===== config.mk =====
export PLATFORM = sky130hd
export DESIGN_NAME = mmio_timer
export DESIGN_NICKNAME = d
export VERILOG_FILES = /design/src/rtl/mmio_timer.sv
export SDC_FILE = /design/constraint.sdc
export NUM_CORES = 1
export LEC_CHECK = 0
export ABC_AREA = 1
export BUFFER_PORTS_ARGS = -buffer_cell sky130_fd_sc_hd__clkbuf_2
export CORE_ASPECT_RATIO = 1.4
export CORE_UTILIZATION = 37
export CTS_CLUSTER_SIZE = 20
export DETAILED_ROUTE_END_ITERATION = 10
export SYNTH_ARGS = -nofsm -noshare
export SYNTH_HDL_FRONTEND = slang
export SYNTH_SLANG_ARGS = --single-unit

===== constraint.sdc =====
create_clock -name clk -period 3.8 [get_ports clk]
set_clock_uncertainty 0.2 [all_clocks]
set_input_delay 1.14 -clock clk [delete_from_list [all_inputs] [get_ports clk]]
set_output_delay 1.14 -clock clk [all_outputs]
set_load 0.02 [all_outputs]

===== src/rtl/mmio_timer.sv =====
// mmio_timer: memory-mapped countdown timer raising irq on expiry.
// Define TIMER_STATUS_REG_EN to expose read-only STATUS at offset 0xC.
module mmio_timer #(
  parameter logic [31:0] BASE_ADDR = 32'h0000_7F00
) (
  input  logic        clk,
  input  logic        rst,
  input  logic [31:0] addr,
  input  logic        write_enable,
  input  logic [31:0] write_data,
  output logic [31:0] read_result,
  output logic        hit,
  output logic        irq
);

  typedef enum logic [1:0] {
    IDLE = 2'd0,
    LOAD = 2'd1,
    CNT  = 2'd2,
    INT  = 2'd3
  } state_t;

  state_t      state, state_nx;
  logic        en, en_nx;
  logic [1:0]  mode, mode_nx;
  logic        im, im_nx;
  logic [31:0] preset, preset_nx;
  logic [31:0] count, count_nx;
  logic        pending, pending_nx;

  logic [1:0]  off;
  logic        wr;
  logic        wr_ctrl;
  logic        wr_preset;
  logic        stop;
  logic        reload;
  logic        expire;
  logic        unused_addr;

  assign hit       = addr[31:4] == BASE_ADDR[31:4];
  assign off       = addr[3:2];
  assign wr        = hit & write_enable;
  assign wr_ctrl   = wr & (off == 2'd0);
  assign wr_preset = wr & (off == 2'd1);
  assign stop      = wr_ctrl & ~write_data[0];
  assign reload    = mode == 2'b01;
  assign irq       = pending & im;

  assign unused_addr = ^addr[1:0];

  always_comb begin
    state_nx   = state;
    en_nx      = en;
    mode_nx    = mode;
    im_nx      = im;
    preset_nx  = preset;
    count_nx   = count;
    pending_nx = pending;
    expire     = 1'b0;
    unique case (state)
      IDLE: begin
        if (en) state_nx = LOAD;
      end
      LOAD: begin
        count_nx = preset;
        state_nx = CNT;
      end
      CNT: begin
        if (!en) begin
          state_nx = IDLE;
        end else if (count == '0) begin
          state_nx = INT;
          expire   = 1'b1;
        end else begin
          count_nx = count - 32'd1;
        end
      end
      INT: begin
        if (reload) begin
          state_nx   = LOAD;
          pending_nx = 1'b0;
        end else begin
          state_nx = IDLE;
          en_nx    = 1'b0;
        end
      end
      default: state_nx = IDLE;
    endcase

    // expiry in the same cycle as a store still latches the event
    if (expire) begin
      pending_nx = 1'b1;
    end else if (!reload && (wr_ctrl || wr_preset)) begin
      pending_nx = 1'b0;
    end

    if (wr_preset) preset_nx = write_data;

    if (wr_ctrl) begin
      en_nx   = write_data[0];
      mode_nx = write_data[2:1];
      im_nx   = write_data[3];
    end

    // clearing EN overrides whatever the FSM planned this edge
    if (stop) begin
      state_nx = IDLE;
      count_nx = count;
      if (state == INT || !reload) pending_nx = 1'b0;
      else pending_nx = pending;
    end
  end

  always_ff @(posedge clk or negedge rst) begin
    if (!rst) begin
      state   <= IDLE;
      en      <= 1'b0;
      mode    <= 2'b00;
      im      <= 1'b0;
      preset  <= '0;
      count   <= '0;
      pending <= 1'b0;
    end else begin
      state   <= state_nx;
      en      <= en_nx;
      mode    <= mode_nx;
      im      <= im_nx;
      preset  <= preset_nx;
      count   <= count_nx;
      pending <= pending_nx;
    end
  end

  always_comb begin
    read_result = '0;
    unique case (1'b1)
      hit && off == 2'd0:
        read_result = {28'b0, im, mode, en};
      hit && off == 2'd1:
        read_result = preset;
      hit && off == 2'd2:
        read_result = count;
`ifdef TIMER_STATUS_REG_EN
      hit && off == 2'd3:
        read_result = {28'b0, state, pending, en};
`endif
      default:
        read_result = '0;
    endcase
  end

endmodule


=== After elaboration in Yosys (flattened, before gate mapping) ===
Index checks and enable logic that the tools add are counted.

* Bitwise operators: 7
* Add/sub/neg operators: 1
* Equal/unequal tests: 13
* Multiplexer cells: 22
* Reduce and logical (&&, ||, !) cells: 18

{| class="wikitable"
|+ Operator list
! operator !! count
|-
| $pmux 32 s3 || 1
|-
| $mux 32 || 2
|-
| $pmux 32 s2 || 1
|-
| $logic_not 32->1 || 1
|-
| $sub 32x1->32 const B || 1
|-
| $eq 28x11->1 const B || 1
|-
| $mux 1 || 13
|-
| $mux 2 || 4
|-
| $pmux 2 s4 || 1
|-
| $reduce_bool 4->1 || 2
|-
| $eq 2x1->1 const B || 3
|-
| $eq 2x2->1 const B || 3
|-
| $ne 2x2->1 const B || 3
|-
| $and 1x1->1 || 5
|-
| $logic_and 1x1->1 || 4
|-
| $logic_not 2->1 || 2
|-
| $ne 4x4->1 const B || 1
|-
| $reduce_and 2->1 || 2
|-
| $reduce_and 4->1 || 1
|-
| $reduce_bool 2->1 || 2
|-
| $ne 3x3->1 const B || 1
|-
| $reduce_and 3->1 || 1
|-
| $logic_or 1x1->1 || 2
|-
| $ne 2x1->1 const B || 1
|-
| 2 further kinds || 3
|}

* Word-level logic and storage cells: 68
* Register bits: 71

=== Longest topological paths before layout ===
Gate-level depths: netlist (run 1).

* Depth in word-level cells: 8
* Gate-level depth with buffers: 12
* Depth with buffers taken out: 12

=== Least setup slack after synthesis (run 1) ===
OpenSTA, ideal clock, no wires.

* Path type: input-to-output
* Start: in addr[31]
* End: out read_result[13]
* Buffers on the path: 1
* Required time: 2.460 ns
* Slack: -0.165 ns
* Stages on the path: 7
* Arrival time: 2.625 ns
* Path through: or2_1 -> nor2_1 -> nand2_1 -> nor2_4 -> nand2_1 -> clkbuf_1 -> o21ai_0

* Word-level cells in the longest chain between the ends: 3
* Elaborated cells on any way between the ends: 5
* Classes of those cells: 1 x eq/ne; 1 x mux; 3 x reduce/logical

{| class="wikitable"
|+ Ends and longest elaborated chain
! element !! RTL line !! source
|-
| start: declaration || 8 || <nowiki>input logic [31:0] addr,</nowiki>
|-
| $eq 28x11->1 * || 40 || <nowiki>assign hit = addr[31:4] == BASE_ADDR[31:4];</nowiki>
|-
| net hit || 12 || <nowiki>output logic hit,</nowiki>
|-
| $logic_and 1x1->1, on equally long branches || 141, 137, 139 ||
|-
| $pmux 32 s3 * || 136 || <nowiki>unique case (1'b1)</nowiki>
|-
| end: declaration || 11 || <nowiki>output logic [31:0] read_result,</nowiki>
|}

The timed path passes the listed nets; every way through them passes the cells marked *.

=== Worst setup path in the final report (run 1) ===
* Start: in addr[11]
* End: out read_result[28]

* Word-level cells in the longest chain between the ends: 3
* Elaborated cells on any way between the ends: 5
* Classes of those cells: 1 x eq/ne; 1 x mux; 3 x reduce/logical

{| class="wikitable"
|+ Ends and longest elaborated chain
! element !! RTL line
|-
| $eq 28x11->1 * || 40
|-
| $logic_and 1x1->1, on equally long branches || 141, 137, 139
|-
| $pmux 32 s3 * || 136
|}

Every way passes the cells marked *; elsewhere a longest branch is shown, timed or not.

==> results.txt, run 1 <==
* Initial core utilization: 37.93%
* Sequential share of the synthesized area: 36.56%
- Final worst setup slack: -0.1037 ns
- Required time worst endpoint: 2.46 ns
- The filler cells instantiated in the layout total 1359.
- The cell area that synthesis handed to floorplanning was 4860 um2.
- The count of buffers added on input and output ports is 98.
- Of the total power, the share spent switching nets is 23.80%.
- The die is 98.86 um wide.
* Leftover overflow at the end of global routing: 0
- DRC violations left: 0
* Part of the total power dissipated in combinational logic: 4.9%
- Fraction of final layout cells sized beyond drive strength 1: 24.30%
- H-tree depth reported by CTS: 3
- Root cell of the clock tree: sky130_fd_sc_hd__clkbuf_16
- Category of the worst setup path capture point: primary output
- Area share of and/or/nand/nor cells after synthesis: 43.38%
- After layout, the minimum clock period comes to 3.904 ns.
* Violations in the final reports: negative setup slack
- Compared with the post-synthesis result, the final layout area differs by 34.22%.
* Post-DP HPWL: 12060 um
- The run finished, with violations left.
* Clock tree from TritonCTS: built
- Global routing usage on met1: 27.13%
- In the synthesized netlist, the number of instances is 769.
* Die extent in y: 137.6 um
* Mux contribution to synthesized area: 0%
- Power spread over the standard cell area amounts to 252.6 nW/um2.
- Syn Area/Cell: 6.319 um2
- After detailed placement, the total cell area comes to 5707 um2.
- The final count of pins violating max slew came to 0.
- The internal power of the cells totals 1.255 mW.
- Clock insertion delay at the later pin of the skew report: 0.34 ns
- Largest fanout of any net on the critical path: 11
- Total power for the finished layout comes to 1.647 mW.
* Warnings, synthesis: 0
- Via count of the first global-routing pass: 4884
* DRT Pass-1 Iters: 4
* CP startpoint kind: input port
* Area fraction in compound gates after synthesis: 8.162%
- CORE AREA: 12810 um2
- Global routing used 23.86% of the available tracks across all layers.
- Diode insertion count for antenna repair: 0
- The initial antenna violation count came to 0.
- Synthesized net count: 842
- Clock tree synthesis inserted a total of 9 buffers.
* Fin nets: 957
- The die covers 13600 um2.
- FP Rows: 49
- Synthesized-area fraction occupied by adder cells: 1.545%
- The final route contains 5321 vias.
- Wires add up to 16340 um.
- The detail route stage leaves a number of antenna-violating nets equal to 0.
* Initial DRC Count: 216
* Worst min-delay path class: flop to flop
- The setup check on the worst reg-to-reg path leaves a slack of 1.02 ns.
* Average vias per placed instance: 5.107
* Wirelength per Cell: 15.68 um
- Count of cells along the worst hold path: 2
* Maximum number of buffers from clock root to sink: 2
* Largest net degree at the start of global routing: 72
- Hold timing on the final database bottoms out at a slack of 0.2715 ns.
- Global Route met2 Usage: 42.89%
- Setup repair after global routing missed its margin: true
- In this run the static leakage power is 3.582 nW.
- Counting cells, the worst reg-to-reg path comes to 8.
* Sequential group share of total power: 45.9%
- GR Util met3: 3.146%
- Summing all multi-input logic gate instances after layout gives 2915 um2.
* Number of register bits inferred by synthesis: 71
* CTS sink count: 71
- Summed negative setup slack over all endpoints: -1.708 ns
* Ports: 101
- By area, the combinational part of the netlist is dominated by simple AND/OR/NAND/NOR gates.
* Seq. cell area: 1777 um2
* Routability-driven placement congestion ratio: 0.9029
* Max VDD drop: 184.9 uV
- Xor/xnor cell area share of the yosys netlist: 1.262%
- Synthesis instantiated 33 different standard cells from the library.
- Timing analysis after detailed placement gives a worst setup slack of -0.1560 ns.
* Path type of the worst setup path: input port to primary output
- Slew headroom: 27.75%
- At the pin with the least slew margin, the transition time is 1.082 ns.
* Number of violations of the max-capacitance limit: 0
- The count of final hold-check violations came to 0.
- Power share of the clock group: 49.3%
- Clock-pin slew was measured on the worst setup and hold paths at 0.06 ns.
- For the worst setup path, the data arrival time is 2.56 ns.
- Setup violations remaining at the end of the flow were counted as 28.
- The first global-routing pass estimated 24670 um of wire.
* Post-route cell area: 6523 um2
- Layer with the highest usage after global routing: met2
* Hold bufs inserted after CTS: 0
* Switching power total: 392.1 uW
- Share of the cycle needed by the critical path after routing: 102.7%
- Static timing analysis puts the maximum clock frequency at 256.2 MHz.
state kept, by name (all words and copies together), names as in the netlist:
signal and cells:
count 32, preset 32, pending 1, mode 2, im 1, en 1
state 2
cells in the final DEF, fill, tap and decap left out, types with 2 or more instances in the layout:
cell type	synthesis	final
sky130_fd_sc_hd__nand2_2	4	11
sky130_fd_sc_hd__buf_12	0	4
sky130_fd_sc_hd__clkbuf_16	0	11
sky130_fd_sc_hd__buf_8	0	6
sky130_fd_sc_hd__nor2_2	1	9
sky130_fd_sc_hd__nand2_4	0	5
sky130_fd_sc_hd__clkbuf_2	0	64
sky130_fd_sc_hd__ha_1	6	6
sky130_fd_sc_hd__buf_4	3	34
sky130_fd_sc_hd__clkinvlp_4	0	3
sky130_fd_sc_hd__o211ai_1	2	2
sky130_fd_sc_hd__nand3_1	58	58
sky130_fd_sc_hd__inv_6	0	2
sky130_fd_sc_hd__inv_1	66	66
sky130_fd_sc_hd__buf_6	7	9
sky130_fd_sc_hd__o21ai_2	2	21
sky130_fd_sc_hd__o21ai_4	1	7
sky130_fd_sc_hd__dfrtp_1	71	71
sky130_fd_sc_hd__nor3_1	2	2
sky130_fd_sc_hd__nand3b_1	2	2
sky130_fd_sc_hd__xor2_1	7	7
sky130_fd_sc_hd__o21ai_0	54	29
sky130_fd_sc_hd__nor2_4	2	5
sky130_fd_sc_hd__a21oi_1	5	5
sky130_fd_sc_hd__nor2_1	92	81
sky130_fd_sc_hd__nand2_1	337	325
sky130_fd_sc_hd__clkbuf_8	0	15
sky130_fd_sc_hd__nand4_1	14	14
layout make-up:
| cell class | instances | area share, % |
|---|---|---|
| clock buffers | 10 | 3.664 |
| clock inverters | 6 | 0.6906 |
| inverters | 68 | 3.990 |
| multi-input cells | 600 | 44.70 |
| flip-flops and latches | 71 | 27.24 |
| well taps | 153 | 2.935 |
| repair buffers | 134 | 16.78 |
cell families (layout without fill, tap and decap cells):
logic type / Yosys count / in the layout
DFF: 71 / 71
xor gates and xnor gates: 7 / 7
buffers and inverters: 98 / 218
AOI/OAI and AO/OA: 71 / 71
adders and majority gates: 6 / 6
and+or+nand+nor: 516 / 516
layer usage:
layer / share of wire [%] / wire (um)
met1: 39 / 6423
met2: 51 / 8306
met3: 4.8 / 779
met4: 5.1 / 826
met5: 0 / 0
cells in the mapped netlist, drive strengths merged:
cell | number | share of area, %
o21ai | 57 | 6.3
inv | 68 | 5.3
a21oi | 5 | 0.51
nor3b | 1 | 0.26
a31oi | 1 | 0.13
or2 | 1 | 0.13
buf | 22 | 3.2
clkbuf | 8 | 0.62
dfrtp | 71 | 37
xor2 | 7 | 1.3
o22ai | 2 | 0.26
nor3 | 2 | 0.21
nand3 | 59 | 6.2
ha | 6 | 1.5
nand3b | 2 | 0.31
o221ai | 2 | 0.36
o2111ai | 1 | 0.18
o21bai | 1 | 0.15
nand4 | 15 | 2.1
nand2 | 341 | 27
o211ai | 2 | 0.31
nor2 | 95 | 7.7
per-stage QoR:
step / utilization, % / cells
2_1_floorplan: - / 769
3_3_place_gp: 44.54 / 1022
3_5_place_dp: 44.54 / 1022
4_1_cts: 48.59 / 1039
5_1_grt: 50.90 / 1042
6_report: 50.90 / 1042
critical path, cell delays in order:
cell                       delay (ns)
sky130_fd_sc_hd__clkbuf_2        0.08
sky130_fd_sc_hd__nand2_1         0.04
sky130_fd_sc_hd__inv_1           0.06
sky130_fd_sc_hd__nand2_1         0.07
sky130_fd_sc_hd__nor2_2          0.14
sky130_fd_sc_hd__nand2_2         0.11
sky130_fd_sc_hd__nor2_4          0.21
sky130_fd_sc_hd__nand2_4         0.10
sky130_fd_sc_hd__buf_12          0.17
sky130_fd_sc_hd__buf_12          0.15
sky130_fd_sc_hd__o21ai_2         0.13
sky130_fd_sc_hd__clkbuf_8        0.16
path summary, 6_finish.rpt:
kind	start	end
min in group asynchronous	rst	count[24]
max in group asynchronous	rst	preset[19]
hold reg to reg	preset[25]	preset[25]
hold / removal	preset[25]	preset[25]
setup reg to reg	state[0]	count[15]
setup / recovery	addr[11]	read_result[28]
what timing repair did:
action                                 in CTS  in global routing
setup endpoints to repair                  32                 32
pin swaps                                   2                  3
gates cloned                                0                  2
buffers inserted                            1                  1
resized for setup                          62                 78
endpoints found under the hold margin       0                  0
power groups by stage:
stage               clock, mW  sequential (mW)  combinational, mW
floorplan                   0            0.770             0.0164
global placement            0            0.770             0.0756
detailed placement          0            0.770             0.0758
CTS                     0.828            0.756             0.0759
global route            0.854            0.756             0.0910
finish                  0.811            0.756             0.0799
(Power assumes the default switching activity.)
==> run 2, diff against run 1 <==
- REMOVE_ABC_BUFFERS: default -> 1
==> run 2 against run 1 <==
Against the previous run: the run still ends with negative setup slack left; largest power group is now sequential cells; largest cell class unchanged; sequential share of layout area down 0.089 points; global-route usage down 1.6 points; cell area up 0.33%; combinational power up 3.8%; maximum frequency up 1.5%; total power down 4.1%; via count down 2.4%.
==> results.txt, run 2 (synthesis gave the netlist of run 1 again) <==
- In this run the vertical extent of the chip is 137.6 um.
- The worst-case IR drop observed on VDD is 182.5 uV.
- Slew headroom: 26.55%
- In this run the power spent charging and discharging nets is 352.2 uW.
* Summed negative setup slack over all endpoints: -0.2859 ns
- Routed vias: 5192
- Max Clock Freq: 260.0 MHz
- Worst-Margin Slew: 1.101 ns
- Final count of pins violating max slew: 0
- Most used cells in the layout excluding fill and tap cells: sky130_fd_sc_hd__nand2_1, sky130_fd_sc_hd__nor2_1, sky130_fd_sc_hd__dfrtp_1, sky130_fd_sc_hd__inv_1, sky130_fd_sc_hd__clkbuf_2
- Result of the run: finished, violations left
- Leakage component of the power: 3.654 nW
* Required time worst endpoint: 2.46 ns
* Largest net degree at the start of global routing: 47
- Signed area change from the synthesized netlist to the final layout: 34.66%
- Largest fanout of any net on the critical path: 8
* CORE AREA: 12810 um2
* Root cell of the clock tree: sky130_fd_sc_hd__clkbuf_16
- Power share of the clock group: 46.9%
* Sequential group share of total power: 47.9%
- By startpoint and endpoint, the worst setup path is classified as input port to primary output.
- After detailed routing, the average wire length per cell comes to 15.01 um.
- STA classifies the critical path startpoint as an input port.
- In the routed design, unresolved DRC markers number 0.
- For this design, the CTS-stage hold fixing added 0 buffers.
- Width of the die: 98.86 um
- Counting every sink on the clock net gives 71.
- The die covers 13600 um2.
* Fin nets: 959
* Share of the cycle needed by the critical path after routing: 101.2%
- Share of total power consumed by net switching: 22.30%
- Leftover overflow at the end of global routing: 0
* Clock-pin slew on the worst setup and hold paths: 0.06 ns
- Using the TritonRoute via totals, the vias-per-cell ratio works out to 4.983.
- Wire length of the first global-routing pass: 23610 um
- Cells with a size suffix above 1 make up 24.86% of the layout.
- Min Hold Slack: 0.2777 ns
* Number of endpoints with negative hold slack in the final report: 0
* Sum of internal, switching and leakage power: 1.579 mW
- Diode insertion count for antenna repair: 0
- The internal portion of the total power is 1.227 mW.
- The worst setup path is captured at a primary output.
* Part of the total power dissipated in combinational logic: 5.2%
- Global routing usage summed across all routing layers: 22.22%
- TritonCTS built the clock tree.
- In the final layout, the registers with the most flip-flops are count x32, preset x32.
- Via count of the first global-routing pass: 4884
* Final worst setup slack: -0.04677 ns
- Timing analysis after detailed placement gives a worst setup slack of -0.1180 ns.
- The routed design has 15640 um of wire.
- After floorplanning, the core was divided into 49 placement rows.
* Number of antenna violations at the first check in global routing: 0
- At the worst endpoint, the arrival time is 2.51 ns.
- At the end of the flow the core is filled with cells to 51.07%.
- The H-tree was split into 3 levels.
* Min Tclk post-route: 3.847 ns
- The worst hold path belongs to the class flop to flop.
* Total clock buffers created by CTS: 9
- The clock reaches the later pin of the worst-skew pair after 0.34 ns.
- For this configuration, the core starts out at a cell density of 37.93%.
- Number of violations of the max-capacitance limit: 0
- Leaving out fill and tap cells, the most frequent cell in the layout is sky130_fd_sc_hd__nand2_1.
* Port-buffer cells: 98
* Final setup violation count: 15
* Routability-driven placement congestion ratio: 0.9228
- Before antenna repair, the detailed router went through 5 iterations.
- Initial DRC Count: 299
- Antenna violation net count after detailed routing: 0
* Power per Cell Area: 241.3 nW/um2
* Violations in the final reports: negative setup slack
- The clock passes through at most 2 buffers.
* Ports: 101
- Detailed placement finished with a half-perimeter wire length of 10450 um.
* Setup repair after global routing missed its margin: true
run 2: changes by cell type in the layout (fill, tap and decap cells not counted), sizes merged:
cell,previous run,this run
buf,54,64
clkbuf,90,84
clkinvlp,3,0
inv,69,67
clkinv,2,3
run 2: final cells by class:
cell class,instances,area (um2)
inverters,68,267.8
multi-input cells,600,2943
well taps,153,191.4
clock buffers,12,236.5
fillers,1339,6270
clock inverters,2,10.01
repair buffers,136,1119
flip-flops and latches,71,1777
run 2: per-layer routing:
layer,vias to the layer above,track usage [%],routed length [um]
li1,2654,-,-
met1,2397,25.49,6447
met2,113,41.45,8250
met3,28,3.044,495
met4,0,8.789,449
met5,-,0,0
run 2: worst paths after layout:
kind / startpoint / to / slack, ns / cells after the start
setup reg to reg: state[0] / count[4] / 1.22 / 8
max in group asynchronous: rst / count[2] / 2.09 / 2
min in group asynchronous: rst / preset[31] / 0.62 / 1
hold reg to reg: preset[25] / preset[25] / 0.28 / 2
setup / recovery: addr[30] / read_result[3] / -0.05 / 9
hold / removal: preset[25] / preset[25] / 0.28 / 2
run 2: what timing repair did:
action,CTS,global route
endpoints found under the setup margin,32,32
resized for setup,58,131
cloned,1,5
setup buffers,4,4
pin swaps,0,11
run 2: metrics by stage:
stage | cells | instance area, um2
2_1_floorplan | 739 | 4673
5_1_grt | 1042 | 6544
4_1_cts | 1034 | 6061
3_5_place_dp | 1015 | 5605
6_report | 1042 | 6544
3_3_place_gp | 1015 | 5605
run 2: worst max-delay path, stage by stage:
cell	delay (ns)
sky130_fd_sc_hd__clkbuf_2	0.08
sky130_fd_sc_hd__or2_4	0.26
sky130_fd_sc_hd__nor2_4	0.10
sky130_fd_sc_hd__nand2_2	0.07
sky130_fd_sc_hd__nor2_4	0.17
sky130_fd_sc_hd__nand2_4	0.13
sky130_fd_sc_hd__clkbuf_16	0.21
sky130_fd_sc_hd__o221ai_4	0.20
sky130_fd_sc_hd__buf_8	0.14
run 2: power groups by stage:
stage                     Combinational [mW]  Sequential [mW]  Clock, mW
after floorplan                       0.0111            0.770          0
after global placement                0.0758            0.770          0
after detailed placement              0.0763            0.770          0
after CTS                             0.0766            0.756      0.759
after global routing                  0.0934            0.756      0.788
final                                 0.0829            0.756      0.740
==> run 3, diff against run 2 <==
- clock period: 3.8 -> 4.8 ns (I/O delays scaled with it)
==> run 3 against run 2 <==
Against the previous run: the flow now finishes without violations; register-to-register slack better by 0.92 ns; setup slack better by 0.28 ns; critical path type unchanged; first-iteration DRC count down 0.67%; clock power down 14%; total power fell by 18%.
==> results.txt, run 3 (synthesis gave the netlist of run 1 again) <==
* Post-DP HPWL: 10350 um
* Initial core utilization: 37.93%
- Worst-Margin Slew: 1.064 ns
* Total clock buffers created by CTS: 9
- First element of the critical path: addr[31]
- The slowest stage of the critical path belongs to the cell sky130_fd_sc_hd__or2_1.
- In the routed design, unresolved DRC markers number 0.
- Crit path cell chain: clkbuf_2 > or2_1 > nor2_1 > nand2_1 > nor2_4 > nand2_2 > inv_2 > buf_12 > nand2_1 > o21ai_0 > clkbuf_2
- Floorplan die area: 13600 um2
- Antenna violation net count after detailed routing: 0
* Critical path depth: 11
- The min-delay analysis places its worst path in the category flop to flop.
- The core region is 12810 um2.
- The setup check on the worst reg-to-reg path leaves a slack of 2.14 ns.
- Largest net degree at the start of global routing: 40
- Compared with the post-synthesis result, the final layout area differs by 18.15%.
* Number of endpoints with negative hold slack in the final report: 0
* Critical path arrival: 2.92 ns
* Wire length of the first global-routing pass: 24050 um
- The tree is rooted in a sky130_fd_sc_hd__clkbuf_16.
- Post-cts gate resize count: 0
* Final count of pins violating max slew: 0
- Hold bufs inserted after CTS: 0
* Average vias per placed instance: 4.935
- For this run, the post-layout net count is 928.
- RR Endpoint: count[14]
* Required time worst endpoint: 3.16 ns
- Delay-heaviest family, CP: simple AND/OR/NAND/NOR gates
* Clock-pin slew on the worst setup and hold paths: 0.05 ns
- The congestion estimate from routability-driven global placement came to 0.9229.
* Category of the worst setup path capture point: primary output
* Ports: 101
- For this design the static power due to leakage is 3.240 nW.
* Wirelength per Cell: 14.02 um
- CP max stage delay: 0.24 ns
- Row generation in the floorplan step produced 49 rows.
- Power spread over the standard cell area amounts to 225.2 nW/um2.
- Number of cells in the design after placement: 997
- The completed layout was analyzed and its total power is 1.293 mW.
* Final setup violation count: 0
- The total overflow left after global routing is 0.
- The highest layer touched by signal routing is met4.
- Fraction of final layout cells sized beyond drive strength 1: 15.72%
- The routed design uses 7461 um of met2 wire.
- Global routing usage summed across all routing layers: 22.54%
- Share of the cycle needed by the critical path after routing: 95.05%
- R2R depth: 7
- DRT Pass-1 Iters: 5
- In the detailed route, the total length drawn on met3 is 416 um.
- In this run the worst path has a maximum fanout of 29.
- For this block, the via count after detailed routing is 4994.
- Utilization of the core after routing: 44.81%
* Path type of the worst setup path: input port to primary output
- Buf+Inv Stages, Crit Path: 4
- The number of setup buffers added after CTS is 0.
* Port-buffer cells: 98
- CTS sink count: 71
* Via count of the first global-routing pass: 4840
- Leaving out fill and tap cells, the most frequent cell in the layout is sky130_fd_sc_hd__nand2_1.
- The clock passes through at most 2 buffers.
* Origin of the critical flop-to-flop path: state[0]
* Max VDD drop: 116.2 uV
- H-tree depth reported by CTS: 3
* Number of antenna violations at the first check in global routing: 0
- Based on the critical path, the design can be clocked at up to 219.2 MHz.
- Setup repair after global routing left no endpoint under its margin.
* Slew headroom: 28.96%
- Clock tree from TritonCTS: built
- The flow ran to the end, and the final reports show no timing, DRC or antenna violations.
- The number of antenna diodes in the final layout is 0.
- Total routed wirelength: 14190 um
- Summed negative setup slack over all endpoints: 0 ns
* Clock insertion delay at the later pin of the skew report: 0.34 ns
- The most critical setup path has its endpoint at read_result[21].
- Leading registers by flop count: count x32, preset x32
- Met1 layer wirelength in the final routing: 6019 um
* Width of the die: 98.86 um
- The count of cells in the finished layout, fillers not included, comes to 1012.
* Min Tclk post-route: 4.562 ns
* Number of violations of the max-capacitance limit: 0
- Leaving out fill and tap cells, the most frequent cells in the layout are sky130_fd_sc_hd__nand2_1, sky130_fd_sc_hd__clkbuf_2, sky130_fd_sc_hd__nor2_1, sky130_fd_sc_hd__dfrtp_1, sky130_fd_sc_hd__inv_1.
- The die is 137.6 um tall.
- The detailed router finished its first iteration with 297 violations.
* CP startpoint kind: input port
## run 3: cell types whose count changed in the layout (fill, tap and decap cells not counted), sizes merged
cell	before	now
inv	67	68
clkbuf	84	109
clkinv	3	2
clkinvlp	0	1
buf	64	8
## run 3: worst register-to-register path: cells and delay by family, from the launching register on
kind	cells	cell delay, ns
flip-flops	1	0.37
buffers and inverters	2	0.42
AND/OR/NAND/NOR	3	0.98
adder cells (fa/ha/maj)	1	0.42
AO/OA/AOI/OAI	1	0.16
## run 3: worst min-delay path by stage
stage | startpoint | to | slack, ns | depth (start not counted)
after floorplan | preset[25] | preset[25] | 0.24 | 2
after global placement | preset[5] | preset[5] | 0.26 | 2
after detailed placement | preset[3] | preset[3] | 0.27 | 2
after CTS | preset[3] | preset[3] | 0.28 | 2
after global routing | preset[25] | preset[25] | 0.31 | 2
final | preset[3] | preset[3] | 0.28 | 2
## run 3: power by group
part           switching, mW  internal [mW]  total, mW  leakage (nW)
Clock                  0.252          0.387      0.639         0.140
Sequential      0.0000000296          0.599      0.599         0.987
Combinational         0.0317         0.0237     0.0554          2.11
## run 3: cell type report
cell class | instances | area [um2]
inverters | 68 | 255.2
repair buffers | 105 | 593.1
multi-input cells | 600 | 2641
clock inverters | 3 | 17.52
fillers | 1402 | 7072
well taps | 153 | 191.4
flip-flops and latches | 71 | 1777
clock buffers | 12 | 266.5
## run 3: through the flow
stage	hold slack, ns	cell area (um2)	setup WS (ns)
after floorplan	0.2419	4673	0.07344
after global placement	0.2550	5458	0.2294
after detailed placement	0.2684	5458	0.2096
after CTS	0.2827	5742	0.2027
after global routing	0.3079	5742	0.09199
final	0.2803	5742	0.2376
## run 3: per-layer routing
metal | vias up | track usage, %
met2 | 103 | 41.84
met3 | 22 | 2.435
met5 | - | 0
li1 | 2584 | -
met1 | 2285 | 26.84
met4 | 0 | 7.877
